--- src/rtl/uart_tx_buffered_if.sv ---
// Write-side handshake bundle for uart_tx_buffered.
// master drives i_TX_DV/i_TX_Byte, slave returns o_TX_Ready.
interface uart_tx_buffered_if #(
  parameter int DATA_BITS = 8
);
  logic                 i_TX_DV;
  logic [DATA_BITS-1:0] i_TX_Byte;
  logic                 o_TX_Ready;

  modport master (
    output i_TX_DV,
    output i_TX_Byte,
    input  o_TX_Ready
  );

  modport slave (
    input  i_TX_DV,
    input  i_TX_Byte,
    output o_TX_Ready
  );
endinterface

--- src/rtl/uart_tx_buffered.sv ---
// FIFO-buffered UART transmitter: configurable data/parity/stop bits,
// back-to-back frames with no idle gap between queued bytes.
// Ports: i_Clock, i_Reset (sync, active high), wr (write handshake
// slave: i_TX_DV, i_TX_Byte, o_TX_Ready), o_TX_Serial, o_TX_Active,
// o_TX_Done, o_FIFO_Count. Optional macro UART_TX_BREAK_EN adds i_Break.
module uart_tx_buffered #(
  parameter int CLKS_PER_BIT = 217,
  parameter int DATA_BITS    = 8,
  parameter int PARITY       = 0,
  parameter int STOP_BITS    = 1,
  parameter int FIFO_DEPTH   = 4
) (
  input  logic                          i_Clock,
  input  logic                          i_Reset,
`ifdef UART_TX_BREAK_EN
  input  logic                          i_Break,
`endif
  uart_tx_buffered_if.slave             wr,
  output logic                          o_TX_Serial,
  output logic                          o_TX_Active,
  output logic                          o_TX_Done,
  output logic [$clog2(FIFO_DEPTH):0]   o_FIFO_Count
);

  localparam int AW = $clog2(FIFO_DEPTH);
  localparam int IW = $clog2(DATA_BITS);

  typedef enum logic [2:0] {
    S_IDLE  = 3'd0,
    S_START = 3'd1,
    S_DATA  = 3'd2,
    S_PAR   = 3'd3,
`ifdef UART_TX_BREAK_EN
    S_BRK   = 3'd5,
    S_MARK  = 3'd6,
`endif
    S_STOP  = 3'd4
  } state_t;

  state_t               state, state_n;
  logic [15:0]          cnt, cnt_n;
  logic [IW-1:0]        bidx, bidx_n, nxt;
  logic [DATA_BITS-1:0] shreg, shreg_n;
  logic                 serial, serial_n;
  logic                 active, active_n;
  logic                 done, done_n;
  logic                 pop;

  logic [DATA_BITS-1:0] mem [FIFO_DEPTH];
  logic [AW-1:0]        wptr, rptr;
  logic [AW:0]          count;
  logic                 full, push;
  logic                 avail_q;
  logic                 has_data, can_pop, brk;
  logic                 last, par_bit;

  // Full/ready come from the registered count only.
  assign full = (count == (AW+1)'(FIFO_DEPTH));
  assign push = wr.i_TX_DV & ~full;
  assign wr.o_TX_Ready = ~full;

  // avail_q lags the count by one edge, so a byte written into an
  // idle empty queue starts on the second edge after the write.
  assign has_data = avail_q & (count != '0);

`ifdef UART_TX_BREAK_EN
  assign brk = i_Break;
`else
  assign brk = 1'b0;
`endif

  assign can_pop = has_data & ~brk;
  assign last    = (cnt == 16'(CLKS_PER_BIT - 1));
  assign par_bit = (PARITY == 1) ? ~^shreg : ^shreg;
  assign nxt     = bidx + IW'(1);

  always_ff @(posedge i_Clock) begin
    if (push) mem[wptr] <= wr.i_TX_Byte;
  end

  always_ff @(posedge i_Clock) begin
    if (i_Reset) begin
      wptr    <= '0;
      rptr    <= '0;
      count   <= '0;
      avail_q <= 1'b0;
    end else begin
      avail_q <= (count != '0);
      if (push) wptr <= wptr + AW'(1);
      if (pop)  rptr <= rptr + AW'(1);
      case ({push, pop})
        2'b10:   count <= count + (AW+1)'(1);
        2'b01:   count <= count - (AW+1)'(1);
        default: count <= count;
      endcase
    end
  end

  always_ff @(posedge i_Clock) begin
    if (i_Reset) begin
      state  <= S_IDLE;
      cnt    <= '0;
      bidx   <= '0;
      shreg  <= '0;
      serial <= 1'b1;
      active <= 1'b0;
      done   <= 1'b0;
    end else begin
      state  <= state_n;
      cnt    <= cnt_n;
      bidx   <= bidx_n;
      shreg  <= shreg_n;
      serial <= serial_n;
      active <= active_n;
      done   <= done_n;
    end
  end

  always_comb begin
    state_n  = state;
    cnt_n    = cnt + 16'd1;
    bidx_n   = bidx;
    shreg_n  = shreg;
    serial_n = serial;
    active_n = active;
    done_n   = 1'b0;
    pop      = 1'b0;
    unique case (state)
      S_IDLE: begin
        cnt_n    = '0;
        bidx_n   = '0;
        serial_n = 1'b1;
        active_n = 1'b0;
        if (can_pop) begin
          pop      = 1'b1;
          shreg_n  = mem[rptr];
          serial_n = 1'b0;
          active_n = 1'b1;
          state_n  = S_START;
        end
`ifdef UART_TX_BREAK_EN
        else if (brk) begin
          serial_n = 1'b0;
          state_n  = S_BRK;
        end
`endif
      end
      S_START: begin
        if (last) begin
          cnt_n    = '0;
          bidx_n   = '0;
          serial_n = shreg[0];
          state_n  = S_DATA;
        end
      end
      S_DATA: begin
        if (last) begin
          cnt_n = '0;
          if (bidx == IW'(DATA_BITS - 1)) begin
            bidx_n = '0;
            if (PARITY != 0) begin
              serial_n = par_bit;
              state_n  = S_PAR;
            end else begin
              serial_n = 1'b1;
              state_n  = S_STOP;
            end
          end else begin
            bidx_n   = nxt;
            serial_n = shreg[nxt];
          end
        end
      end
      S_PAR: begin
        if (last) begin
          cnt_n    = '0;
          bidx_n   = '0;
          serial_n = 1'b1;
          state_n  = S_STOP;
        end
      end
      S_STOP: begin
        serial_n = 1'b1;
        if (last) begin
          cnt_n = '0;
          if (bidx == IW'(STOP_BITS - 1)) begin
            bidx_n = '0;
            done_n = 1'b1;
            if (can_pop) begin
              // Next start bit on the same edge: no idle gap.
              pop      = 1'b1;
              shreg_n  = mem[rptr];
              serial_n = 1'b0;
              state_n  = S_START;
            end else begin
              active_n = 1'b0;
              state_n  = S_IDLE;
            end
          end else begin
            bidx_n = nxt;
          end
        end
      end
`ifdef UART_TX_BREAK_EN
      S_BRK: begin
        cnt_n    = '0;
        serial_n = 1'b0;
        active_n = 1'b0;
        if (!brk) begin
          serial_n = 1'b1;
          state_n  = S_MARK;
        end
      end
      // One full mark bit after a break before the next start bit.
      S_MARK: begin
        serial_n = 1'b1;
        if (last) begin
          cnt_n   = '0;
          state_n = S_IDLE;
        end
      end
`endif
      default: begin
        cnt_n    = '0;
        bidx_n   = '0;
        serial_n = 1'b1;
        active_n = 1'b0;
        state_n  = S_IDLE;
      end
    endcase
  end

  assign o_TX_Serial  = serial;
  assign o_TX_Active  = active;
  assign o_TX_Done    = done;
  assign o_FIFO_Count = count;

endmodule

--- src/flat_wrapper.sv ---
// flat-port wrapper written by rule: the top's interface ports become plain ports
module uart_tx_buffered_flat 
#(
  parameter int CLKS_PER_BIT = 217,
  parameter int DATA_BITS    = 8,
  parameter int PARITY       = 0,
  parameter int STOP_BITS    = 1,
  parameter int FIFO_DEPTH   = 4
)
  (i_Clock, i_Reset, o_TX_Serial, o_TX_Active, o_TX_Done, o_FIFO_Count, wr_i_TX_DV, wr_i_TX_Byte, wr_o_TX_Ready);
  uart_tx_buffered_if #(.DATA_BITS(DATA_BITS)) wr_i ();
  input  logic i_Clock;
  input  logic i_Reset;
  output logic o_TX_Serial;
  output logic o_TX_Active;
  output logic o_TX_Done;
  output logic [$clog2(FIFO_DEPTH):0] o_FIFO_Count;
  input wire logic [$bits(wr_i.i_TX_DV)-1:0] wr_i_TX_DV;
  input wire logic [$bits(wr_i.i_TX_Byte)-1:0] wr_i_TX_Byte;
  output wire logic [$bits(wr_i.o_TX_Ready)-1:0] wr_o_TX_Ready;
  assign wr_i.i_TX_DV = wr_i_TX_DV;
  assign wr_i.i_TX_Byte = wr_i_TX_Byte;
  assign wr_o_TX_Ready = wr_i.o_TX_Ready;
  uart_tx_buffered #(.CLKS_PER_BIT(CLKS_PER_BIT), .DATA_BITS(DATA_BITS), .PARITY(PARITY), .STOP_BITS(STOP_BITS), .FIFO_DEPTH(FIFO_DEPTH)) u_core (.i_Clock(i_Clock), .i_Reset(i_Reset), .wr(wr_i), .o_TX_Serial(o_TX_Serial), .o_TX_Active(o_TX_Active), .o_TX_Done(o_TX_Done), .o_FIFO_Count(o_FIFO_Count));
endmodule
--- config.mk ---
export PLATFORM = sky130hd
export DESIGN_NAME = uart_tx_buffered_flat
export DESIGN_NICKNAME = d
export VERILOG_FILES = /design/src/rtl/uart_tx_buffered_if.sv /design/src/rtl/uart_tx_buffered.sv /design/src/flat_wrapper.sv
export SDC_FILE = /design/constraint.sdc
export NUM_CORES = 1
export LEC_CHECK = 0
export ABC_AREA = 1
export BUFFER_PORTS_ARGS = -buffer_cell sky130_fd_sc_hd__buf_4
export CAP_MARGIN = 20
export CORE_ASPECT_RATIO = 1.2
export CORE_MARGIN = 2
export CORE_UTILIZATION = 60
export CTS_CLUSTER_SIZE = 20
export DETAILED_ROUTE_END_ITERATION = 10
export PLACE_DENSITY_LB_ADDON = 0.3
export SLEW_MARGIN = 30
export SYNTH_ARGS = -nofsm -noshare
export SYNTH_HDL_FRONTEND = slang
export SYNTH_SLANG_ARGS = --single-unit
--- constraint.sdc ---
create_clock -name i_Clock -period 2.59 [get_ports i_Clock]
set_input_delay 0.1295 -clock i_Clock [delete_from_list [all_inputs] [get_ports i_Clock]]
set_output_delay 0.1295 -clock i_Clock [all_outputs]
set_load 0.02 [all_outputs]
# Yosys cells after proc, flatten, opt, wreduce, memory -nomap -nowiden
# Memories as Yosys holds them, arrays and structs flattened. A register that Yosys moved wholly into a read port is not among the register bits.
# Cells that the tools add are included.
[word_totals]
ramBits = 32
in_bits = 11
output_inout_bits = 7
mem_count = 1
reg_bits = 41
elab_cells = 102
[memory_table]
columns = ["name", "depth", "word_bits", "read_ports", "rd_clocked_by_memory_dff", "write_ports", "line_no", "source"]
rows = [
  ["u_core.mem", 4, 8, 1, 1, 1, "uart_tx_buffered.sv:49", "logic [DATA_BITS-1:0] mem [FIFO_DEPTH];"],
]
[op_classes]
addsub = 6
n_mux = 43
n_eq_ne = 18
n_bitwise = 7
order_cmp = 1
reduce_logical = 15
[ops]
columns = ["operator", "n"]
rows = [
  ["3-bit two-way mux", 12],
  ["8-bit two-way mux", 3],
  ["1-bit two-way mux", 18],
  ["16-bit by 1-bit adder with 16-bit output (second input constant)", 1],
  ["16-bit by 8-bit == test with 1-bit output (second input constant)", 1],
  ["2-bit by 1-bit != test with 1-bit output (second input constant)", 8],
  ["8-bit case mux with 2 select lines", 1],
  ["3-bit case mux with 5 select lines", 1],
  ["3-bit == test (second input constant)", 3],
  ["3-bit case mux with 3 select lines", 1],
  ["3-bit AND reduction", 3],
  ["3-bit OR reduction", 3],
  ["7-bit AND reduction", 1],
  ["3-bit by 1-bit adder with 3-bit output (second input constant)", 2],
  ["3-bit by 2-bit == test with 1-bit output (second input constant)", 2],
  ["3-bit zero test", 2],
  ["3-bit case mux with 2 select lines", 1],
  ["1-bit inverter", 5],
  ["1-bit case mux with 5 select lines", 1],
  ["2-bit by 1-bit adder with 2-bit output (second input constant)", 2],
  ["3-bit by 4-bit < comparator with 1-bit output (second input constant)", 1],
  ["2-bit two-way mux", 2],
  ["4-bit AND reduction", 1],
  ["2-bit nonzero test", 2],
  ["12 further kinds", 13],
]

# Depth between registers and ports, before layout
[logic_depth]
depth_word = 8
ltp_mapped = 16
ltp_nobuf = 15

# Least setup slack after synthesis
# Ideal clock, no wire load.
[synth_timing]
path_type = "register to register"
startpoint = "reg u_core.count[0], in the netlist u_core.o_FIFO_Count[0]"
endpoint = "reg u_core.count[2], in the netlist u_core.o_FIFO_Count[2]"
stages_incl_launch_ff = 15
synth_period_minus_slack_ns = 2.262
slack_ns = 0.328
t_arrival_ns = 2.140
path_cell_list = "dfxtp_1 nor2_1 nand2_1 nand2_1 nor3_1 nand2_2 inv_2 buf_6 ha_1 inv_1 fa_1 a21oi_1 o21ai_0 o21ai_0 a21oi_1"
[synth_via]
elab_chain_len = 8
elab_cells_between_ends = 15
classes_between = "add/sub (2); eq/ne (3); mux (5); bitwise (3); reduce/logical (2)"
[synth_rtl]
columns = ["item", "line_no", "source"]
rows = [
  ["from (decl)", "uart_tx_buffered.sv:51", "logic [AW:0] count;"],
  ["from (signal assigned)", "uart_tx_buffered.sv:92", "2'b10: count <= count + (AW+1)'(1);"],
  ["from (signal assigned)", "uart_tx_buffered.sv:93", "2'b01: count <= count - (AW+1)'(1);"],
  ["from (signal assigned)", "uart_tx_buffered.sv:94", "default: count <= count;"],
  ["3-bit nonzero test (*)", "uart_tx_buffered.sv:64", "assign has_data = avail_q & (count != '0);"],
  ["1-bit AND (*)", "uart_tx_buffered.sv:64", ""],
  ["1-bit two-way mux (*)", "uart_tx_buffered.sv:134, uart_tx_buffered.sv:189", ""],
  ["1-bit two-way mux", "uart_tx_buffered.sv:186", "if (bidx == IW'(STOP_BITS - 1)) begin"],
  ["1-bit two-way mux", "uart_tx_buffered.sv:184", "if (last) begin"],
  ["1-bit case mux with 2 select lines (*)", "uart_tx_buffered.sv:128", "unique case (state)"],
  ["via u_core.pop", "uart_tx_buffered.sv:47", "logic pop;"],
  ["2-bit by 1-bit == test with 1-bit output or 2-bit == test (tied branches)", "uart_tx_buffered.sv:91", "case ({push, pop})"],
  ["3-bit case mux with 2 select lines or 2-bit nonzero test (tied branches)", "--", ""],
]
# Mark *: on every way through the listed nets, which the timed path passes. The rest lies on a longest branch.
# A chain may end at the register's enable or synchronous reset.

# Worst setup path in the final report
[layout_timing]
startpoint = "reg u_core.cnt[0]"
endpoint = "reg u_core.count[2], in the netlist u_core.o_FIFO_Count[2]"
[layout_via]
elab_chain_len = 5
elab_cells_between_ends = 7
classes_between = "eq/ne (3); mux (3); reduce/logical (1)"
[layout_rtl]
columns = ["item", "line_no", "source"]
rows = [
  ["from (decl)", "uart_tx_buffered.sv:41", "logic [15:0] cnt, cnt_n;"],
  ["from (signal assigned)", "uart_tx_buffered.sv:110", "cnt <= cnt_n;"],
  ["16-bit by 8-bit == test with 1-bit output (*)", "uart_tx_buffered.sv:73", "assign last = (cnt == 16'(CLKS_PER_BIT - 1));"],
  ["1-bit two-way mux (*)", "uart_tx_buffered.sv:184", ""],
  ["1-bit case mux with 2 select lines (*)", "uart_tx_buffered.sv:128", ""],
  ["2-bit by 1-bit == test with 1-bit output or 2-bit == test (tied branches)", "uart_tx_buffered.sv:91", ""],
  ["3-bit case mux with 2 select lines or 2-bit nonzero test (tied branches)", "--", ""],
]
# Every way passes the cells marked *; elsewhere a longest branch is shown, timed or not.

==> metrics <==
status=complete, no violations; Avg WL per Cell=12.9 microns; die width=roughly 74 microns; final worst-path cycle share=between 80% and 90%; DR pass1 iterations=4; Ys Warns=0; Cell Area, Synth=around 0.0035 sq mm; Critical Path RT=~2.8 ns; # fillers=~430; total number of vias=between 2000 and 3000; initial antenna violation count=0; CP Max Fanout=4; Routed Antenna Nets=0; post-synthesis cell count=just over 400; crit path time final=roughly 2.3 ns; crit start category=register; ys flop type=dfxtp_1; # diodes=0; Post-synth top cells=76 x nor2_1, 66 x nand2_1, 43 x dfxtp_1; dominant cells by area after synthesis=edfxtp_1 28%, dfxtp_1 25%, nor2_1 8.2%; IO Pins=18; flops & latches, synth=75; Static Leakage=roughly 1.6 nW; placed inst area=about 0.0037 sq mm; first-pass GRT wire length=around 11 mm; Longest Clk Path Bufs=2; # DRC=0; endpoint class of the critical path=register; Max Freq=~0.43 GHz; # setup viols final=0; core area=0.00563 sq mm; worst IR drop on VDD=approximately 0.54 mV; area leader, netlist=edfxtp_1; number of synthesized flops with an enable pin=32; post-CTS setup buffers=0; CP cell instances=inv_1 > ha_1 > nand3_1 > nor2_4 > nand2_4 > nand2_2 > nand2_2 > inv_2 > ha_1 > inv_1 > fa_1 > a21oi_1 > o21ai_0 > o21ai_1 > a21oi_1; FFs w/ async S/R, synth=0%; DR vias/cell=~5.3; Placement Rows=30; worst hold path class=in -> reg; Power, Total=3.44 mW; largest net degree at the start of global routing=22; cell count after placement=between 400 and 500; CTS sink count=75; post-synth top area share=between 20% and 30%; Layout Skew=between 0.01 and 0.015 ns; clk root buf=clkbuf_8; fin nets=around 470; critical path type=reg -> reg; Pwr Density=slightly below 900 mW/mm^2; Slew Limit Fails=0; Mapped Nets=between 400 and 500; CP max stage delay=between 0.3 and 0.4 ns; max cap viols=0; Yosys cell types=35; Fin. Hold Viols=0; top-count cell post-synth=nor2_1; RSZ-0062 raised after global routing=no; critical path arrival=2.54 ns; Overall Global Routing Usage=~22%; Detailed Place HPWL=between 4 and 5 mm; Skew-Pair Late Insertion Delay=between 0.3 and 0.4 ns; share of cells above drive strength 1=between 10% and 20%; Seq/Total Area, Yosys=between 50% and 60%; routability cong.=approximately 0.90; clk slew on worst S/H paths=roughly 0.080 ns; remaining global-route overflow=0; Worst path slowest cell=fa_1; max-slew headroom at the worst pin=between 50% and 60%; Syn-to-layout area delta=14.0%; Setup TNS Final=0 ns; fin cells=about 500; fin area=roughly 0.0040 sq mm; total CTS buffers=9; CTS tree=done; final WL=~6.6 mm; Mean Syn Cell Area=approximately 8.5 sq um; Chip Height=just under 90 microns; initial DRC count=about 200; vias in the first global route=2500; initial core utilization=61.8%; Worst-Margin Slew=slightly above 0.7 ns; Fin Hold WS=0.277 ns; # H-tree levels=3; die footprint=0.00643 sq mm; Buffers on Ports=17
==> state kept, by name, indices dropped and copies added (netlist names), named ones only <==
| register | flops |
|---|---|
| u_core.shreg | 8 |
| u_core.rptr | 2 |
| u_core.o_TX_Active | 1 |
| u_core.state | 3 |
| u_core.cnt | 16 |
| u_core.mem | 32 |
| u_core.o_FIFO_Count | 3 |
| u_core.wptr | 2 |
| u_core.avail_q | 1 |
| u_core.bidx | 3 |
| u_core.o_TX_Serial | 1 |
| u_core.o_TX_Done | 1 |
==> stage by stage <==
| stage | util (%) | setup slack [ns] |
|---|---|---|
| finish | 70.4 | 0.283 |
| global route | 70.4 | 0.0420 |
| CTS | 70.3 | 0.247 |
| detailed placement | 65.4 | 0.285 |
| global placement | 65.4 | 0.386 |
| floorplan | - | 0.328 |
==> critical path, delay by kind of cell, from the launching register on <==
family          cells  cell delay, ns
fa+ha+maj           3            0.66
flops               1            0.34
compound gates      4            0.46
buf+inv             3            0.19
simple gates        5            0.53
==> final timing paths <==
path,end,cells past startpoint,slack (ns),startpoint
max,u_core.o_FIFO_Count[2],15,0.28,u_core.cnt[0]
min reg2reg,u_core.cnt[0],1,0.48,u_core.cnt[0]
max reg2reg,u_core.o_FIFO_Count[2],15,0.28,u_core.cnt[0]
min,u_core.wptr[0],3,0.28,wr_i_TX_DV
==> power breakdown <==
group	switching, mW	internal (mW)
registers	0.109	1.38
logic	0.682	0.392
clock network	0.431	0.439
==> logic make-up after synthesis <==
logic type / count (synthesis) / share of synthesized area [%]
DFF: 75 / 52.4
xor gates and xnor gates: 5 / 1.26
adders and majority gates: 11 / 4.17
AOI/OAI and AO/OA: 67 / 9.78
and+or+nand+nor: 197 / 25.7
buffers and inverters: 55 / 6.76
==> cells in the final DEF, fill, tap and decap left out, drive strengths merged <==
| cell type | Yosys | routed |
|---|---|---|
| clkinvlp | 0 | 3 |
| edfxtp | 32 | 32 |
| xor2 | 3 | 3 |
| nand4 | 6 | 6 |
| nand3b | 1 | 1 |
| clkbuf | 3 | 9 |
| ha | 10 | 10 |
| bufinv | 0 | 1 |
| nor4 | 1 | 1 |
| xnor2 | 2 | 2 |
| o21ai | 43 | 43 |
| clkinv | 0 | 2 |
| or2 | 5 | 5 |
| nand3 | 23 | 23 |
| nor3 | 6 | 6 |
| nor3b | 1 | 1 |
| o22ai | 1 | 1 |
| nor2 | 80 | 80 |
| dfxtp | 43 | 43 |
| fa | 1 | 1 |
| inv | 46 | 47 |
| dlygate4sd3 | 0 | 9 |
| a21oi | 23 | 23 |
| nand2 | 74 | 74 |
| buf | 6 | 24 |
==> timing repair <==
| action | in CTS | in global routing |
|---|---|---|
| hold endpoints to repair | 36 | 0 |
| endpoints found under the setup margin | 0 | 1 |
| gates resized for setup | 0 | 2 |
| hold buffers | 9 | 0 |
==> area by class of cell <==
class	count	area [sq um]	share of cell area [%]
Sequential cell	75	1820	45.9
Multi-Input combinational cell	280	1430	36.0
Timing Repair Buffer	33	270	6.82
Inverter	46	175	4.42
Clock buffer	9	124	3.12
Tap cell	64	80.1	2.02
Clock inverter	7	66.3	1.67
==> layer usage <==
metal | share of wire [%] | up-vias | global-route usage (%)
li1 | - | 1405 | -
met1 | 43 | 1267 | 24.7
met2 | 52 | 52 | 38.5
met3 | 3.6 | 10 | 6.83
met4 | 1.8 | 0 | 10.2
met5 | 0 | - | 0
No activity file was read; power rests on OpenSTA's default activity.
